`src/rtl/uart_tx.sv`:
```
// uart_tx: 16x-oversampled UART transmitter with a one-entry holding register and optional parity
module uart_tx #(
  parameter int data_bits  = 8,
  parameter int sb_tick    = 16,
  parameter int parity_en  = 0,
  parameter int parity_odd = 0
) (
  input  logic                 clk,
  input  logic                 reset_n,
  input  logic                 s_tick,
  input  logic                 tx_start,
  input  logic [data_bits-1:0] tx_din,
  output logic                 tx_ready,
  output logic                 tx_busy,
  output logic                 tx_done_tick,
  output logic                 tx
);
  localparam int sw = ($clog2(sb_tick) > 4) ? $clog2(sb_tick) : 4;
  localparam int nw = $clog2(data_bits);
  typedef enum logic [2:0] {IDLE, START, DATA, PARITY, STOP} state_t;
  state_t               r_state, w_state;
  logic [sw-1:0]        r_s, w_s;
  logic [nw-1:0]        r_n, w_n;
  logic [data_bits-1:0] r_shift, w_shift, r_hold;
  logic                 r_hold_valid, r_par, r_tx, r_done, w_load, w_tx, w_done;
  assign tx_ready     = ~r_hold_valid;
  assign tx_busy      = (r_state != IDLE);
  assign tx_done_tick = r_done;
  assign tx           = r_tx;
  always_comb begin
    w_state = r_state;
    w_s     = r_s;
    w_n     = r_n;
    w_shift = r_shift;
    w_load  = 1'b0;
    w_tx    = 1'b1;
    w_done  = 1'b0;
    case (r_state)
      IDLE: if (r_hold_valid) begin
        w_load  = 1'b1;
        w_s     = '0;
        w_state = START;
      end
      START: begin
        w_tx = 1'b0;
        if (s_tick) begin
          w_s = (r_s == sw'(15)) ? '0 : r_s + sw'(1);
          if (r_s == sw'(15)) begin
            w_n     = '0;
            w_state = DATA;
          end
        end
      end
      DATA: begin
        w_tx = r_shift[0];
        if (s_tick) begin
          w_s = (r_s == sw'(15)) ? '0 : r_s + sw'(1);
          if (r_s == sw'(15)) begin
            w_shift = r_shift >> 1;
            w_n     = (r_n == nw'(data_bits - 1)) ? r_n : r_n + nw'(1);
            w_state = (r_n != nw'(data_bits - 1)) ? DATA : (parity_en != 0) ? PARITY : STOP;
          end
        end
      end
      PARITY: begin
        w_tx = r_par;
        if (s_tick) begin
          w_s     = (r_s == sw'(15)) ? '0 : r_s + sw'(1);
          w_state = (r_s == sw'(15)) ? STOP : PARITY;
        end
      end
      STOP: if (s_tick) begin
        w_s = (r_s == sw'(sb_tick - 1)) ? '0 : r_s + sw'(1);
        if (r_s == sw'(sb_tick - 1)) begin
          w_done  = 1'b1;
          w_load  = r_hold_valid;
          w_state = r_hold_valid ? START : IDLE;
        end
      end
      default: w_state = IDLE;
    endcase
  end
  // tx is registered from the current state, so the line trails the FSM by one clk
  always_ff @(posedge clk or negedge reset_n)
    if (!reset_n) begin
      r_state      <= IDLE;
      r_s          <= '0;
      r_n          <= '0;
      r_shift      <= '0;
      r_hold       <= '0;
      r_hold_valid <= 1'b0;
      r_par        <= 1'b0;
      r_tx         <= 1'b1;
      r_done       <= 1'b0;
    end else begin
      r_state      <= w_state;
      r_s          <= w_s;
      r_n          <= w_n;
      r_tx         <= w_tx;
      r_done       <= w_done;
      r_shift      <= w_load ? r_hold : w_shift;
      r_par        <= w_load ? ((^r_hold) ^ (parity_odd != 0)) : r_par;
      r_hold_valid <= w_load ? 1'b0 : (tx_start | r_hold_valid);
      r_hold       <= (tx_start && !r_hold_valid) ? tx_din : r_hold;
    end
endmodule

```
`config.mk`:
```
export PLATFORM = sky130hd
export DESIGN_NAME = uart_tx
export DESIGN_NICKNAME = d
export VERILOG_FILES = /design/src/rtl/uart_tx.sv
export SDC_FILE = /design/constraint.sdc
export NUM_CORES = 1
export LEC_CHECK = 0
export ABC_CLOCK_PERIOD_IN_PS = 3000
export CORE_ASPECT_RATIO = 1.4
export CORE_UTILIZATION = 55
export CTS_CLUSTER_SIZE = 14
export DETAILED_ROUTE_END_ITERATION = 6
export PLACE_DENSITY = 0.89
export SLEW_MARGIN = 10
export SYNTH_ARGS = -nofsm -noshare
export SYNTH_HDL_FRONTEND = slang
export SYNTH_SLANG_ARGS = --single-unit
```
`constraint.sdc`:
```
create_clock -name clk -period 3 [get_ports clk]
set_clock_uncertainty 0.15 [all_clocks]
set_input_delay 0.45 -clock clk [delete_from_list [all_inputs] [get_ports clk]]
set_output_delay 0.45 -clock clk [all_outputs]
set_load 0.1 [all_outputs]
```
==> summary by stage <==
Clock network
The number of cells upsized or downsized after cts is 0. The H-tree was split into 2 levels. The number of buffers added by the clock tree synthesis step is 5. The number of buffers added to fix hold violations after cts is 0.

The clock sink count is 30. The later pin in the worst-skew pair is clocked with a latency of 330 ps. The TritonCTS clock tree is yes. Clock-pin slew was measured on the worst setup and hold paths at 90 ps.

The cell sitting at the root of the clock tree is a sky130_fd_sc_hd__clkbuf_4. The clock passes through at most 2 buffers. The number of setup buffers added after CTS is 0.

STA
The number of endpoints failing setup at the final stage is 0. Setup repair after global routing left no endpoint under its margin. The max-slew violation count is 0. The number of endpoints with negative hold slack in the final report came to 0. In this run the tightest slew margin relative to its limit is 56.7%.

The final critical path time including I/O delays and setup is 2340 ps. Static timing analysis puts the maximum clock frequency at 427 MHz. The fraction of the cycle the final worst path needs is 78.1%. For the final routed database, the setup TNS stands at 0 ps. The actual slew at the worst max-slew pin is 648 ps.

Synthesis
The count of unique library cells instantiated by Yosys is 38. The Yosys step of the flow raised 0 warnings. The most used flip-flop cell after synthesis is sky130_fd_sc_hd__dfrtp_1. In the post-synthesis netlist, the biggest area contributors are sky130_fd_sc_hd__dfrtp_1, sky130_fd_sc_hd__mux2_2, sky130_fd_sc_hd__xnor2_1, sky130_fd_sc_hd__o21ai_0, sky130_fd_sc_hd__mux2i_1. Summing the areas of all compound-gate instances in the mapped netlist gives 13.6% of the synthesized area.

The synthesized netlist occupies a cell area of 0.00153 mm². The number of enable-type register cells in the synthesized netlist is 0. The sequential fraction of the synthesis area is 49.2%. The top cell type by area accounts for 47.5% of the synthesized area. The simple-gate area share of the yosys netlist is 16.2%. The net count of the mapped netlist is 152. The multiplexer fraction of the synthesized cell area is 9.90%. The fraction of registers with async set or reset after synthesis is 100%.

The top cell type by total area after synthesis is sky130_fd_sc_hd__dfrtp_1. The post-synthesis average cell area is 11.2 µm². The post-synthesis share of cell area spent on full adders, half adders and majority gates is 2.45%.

The number of storage elements in the synthesis netlist is 30. Among all cell types in the netlist, the one instantiated most often is sky130_fd_sc_hd__dfrtp_1. The commonest cells after synthesis are sky130_fd_sc_hd__dfrtp_1, sky130_fd_sc_hd__nand2_1, sky130_fd_sc_hd__o21ai_0.

The combinational family with the most area after synthesis is simple AND/OR/NAND/NOR gates. The number of cells produced by synthesis is 137. The area share of xor/xnor cells in the synthesized design is 4.01%.

Detailed routing
The detailed-route wire length per cell is 14.6 µm. The number of iterations in the first detailed-routing pass is 4. Once detail routing completed, the nets flagged for antenna violations numbered 0.

The routed layout has 1103 vias. After detailed routing, the number of remaining DRC violations is 0. In this run, the number of DRC markers left after iteration 0 of detailed routing was 24. The routed design has 2780 µm of wire. Dividing the detail-routed via count by the number of cells gives 5.81.

Critical path
STA classifies the critical path endpoint as an output port. The slowest stage of the critical path belongs to the cell sky130_fd_sc_hd__dfrtp_1. Traced cell by cell, the critical path runs through or3_1 > buf_4. In this design, the stage delay of the slowest critical-path cell is 570 ps. The endpoint arrival time on the critical path is 1740 ps. In this run the worst path has a maximum fanout of 16.

The startpoint of the worst-slack reg-to-reg timing path is r_s[1]. The critical path class is register to output port. For the worst setup path, the data required time is 2400 ps. The buffers plus inverters on the worst setup path is 1.

The startpoint class of the critical path is a register. The cell class contributing the biggest share of worst-path delay is flip-flops. The worst setup path startpoint is r_state[0].

Power
For this design the static power due to leakage is 0.773 nW. The post-layout total power is 1.72 mW. The share of power burned in the clock network is 14.4%. The part of the power in combinational logic is 41.9%. The internal power is 1.03 mW. Net switching is 40.2% of the power. In this run the power density over the cells is 994 mW/mm². Summed over all nets, the switching power comes to 689 µW. The portion of total power attributed to sequential cells is 43.7%.

The worst-case IR drop observed on VDD is 0.000578 V.

Place
Once detailed placement completed, the half-perimeter wirelength came to 2070 µm. After detailed placement, the design holds a cell count of 182. The quantity of I/O buffers inserted on ports is 15.

At the end of routability-driven placement, the weighted congestion stood at 0.807.

Global routing
The number of global-route vias before repair is 1127. The total grt overflow is 0. The largest net degree at the start of global routing is 31.

The number of antenna violations at the first check in global routing was 0. For this run, the total global-route usage over all layers was measured as 22.9%. The wire length of the first global-routing pass is 4750 µm.

Flow run
The max-capacitance violation count is 0.

Cells and area
The area overhead of the layout relative to synthesis is 12.8%. In the final design database the tool counted 168 nets. The number of inserted filler cells in the final layout is 232.

The number of antenna diodes in the final layout is 0. The sequential cells in the finished layout cover a total of 752 µm². The area taken by multi-input logic gates is 706 µm². Leaving out filler cells and counting taps, the final layout contains 190. The post-route netlist has 17.5% of its cells at a drive strength greater than 1.

Floorplan
For this design the top-level I/O count stands at 16. The die is 46.6 µm wide. The die covers 0.00300 mm². The die extent in y is 64.4 µm. The starting utilization of the core area is 57.9%. The placeable core area is 0.00264 mm². The placement row count is 22.

Status
The run finished with clean final reports.

Worst hold path
The path class of the tightest hold or removal check is input port to async pin.
## metal layers
layer	global-route usage [%]	wire [µm]	part of all wire, %	vias to the layer above
met4	11.0	58	2.1	0
li1	-	-	-	532
met1	23.5	1090	39	531
met5	0	0	0	-
met3	6.78	116	4.2	7
met2	39.6	1520	55	33
## cell usage in the layout, fill, tap and decap left out, types with 4 or more instances in the layout
cell type and n:
sky130_fd_sc_hd__nand3_1 5, sky130_fd_sc_hd__clkdlybuf4s50_1 11, sky130_fd_sc_hd__clkbuf_4 5, sky130_fd_sc_hd__mux2_2 9
sky130_fd_sc_hd__buf_4 6, sky130_fd_sc_hd__nor2_1 10, sky130_fd_sc_hd__mux2i_1 5, sky130_fd_sc_hd__nand2_1 12
sky130_fd_sc_hd__a21oi_1 4, sky130_fd_sc_hd__dfrtp_1 29, sky130_fd_sc_hd__o21ai_0 12, sky130_fd_sc_hd__xnor2_1 7
## kinds of logic (layout without fill, tap and decap cells)
family / count (synthesis) / count (layout)
XOR/XNOR: 7 / 7
flip-flops: 30 / 30
AND/OR/NAND/NOR: 44 / 44
buffers and inverters: 10 / 27
adder cells (fa/ha/maj): 3 / 3
multiplexers: 14 / 14
AO/OA/AOI/OAI: 29 / 29
## power by group through the flow
stage	Sequential, mW	Combinational, mW	Clock, mW
CTS	0.748	0.730	0.255
global route	0.777	0.786	0.275
global placement	0.744	0.694	0
floorplan	0.713	0.618	0
detailed placement	0.755	0.731	0
finish	0.749	0.719	0.247
## final timing paths
check / cells after the start / to / slack [ps]
worst max-delay path: 2 / tx_busy / 660
worst min-delay path: 2 / r_state[0] / 350
worst max register to register: 5 / r_shift[0] / 780
worst min register to register: 1 / r_shift[1] / 370
max in group asynchronous: 2 / tx / 2050
min in group clk: 1 / r_shift[1] / 370
## layout make-up
cell class              count  area share, %
multi-input cells          97           40.9
repair buffers             17           8.99
clock inverters             1          0.290
flip-flops and latches     30           43.6
well taps                  36           2.61
inverters                   2          0.435
clock buffers               7           3.19
## per-stage QoR
stage	hold slack (ps)	worst slack, ps	utilization [%]	area, µm²
after CTS	340	658	65.3	1730
final	347	658	65.3	1730
after detailed placement	351	382	63.0	1670
after floorplan	4.41	443	-	1530
after global routing	377	577	65.3	1730
after global placement	337	437	63.0	1670
## sequential cells by signal, indices dropped and copies added, names as in the netlist
register	flops
r_s	4
r_hold_valid	1
r_n	3
r_state	3
r_shift	8
r_hold	8
r_par	1
tx_done_tick	1
tx	1
Note: power is estimated with default switching activity, not from simulation.
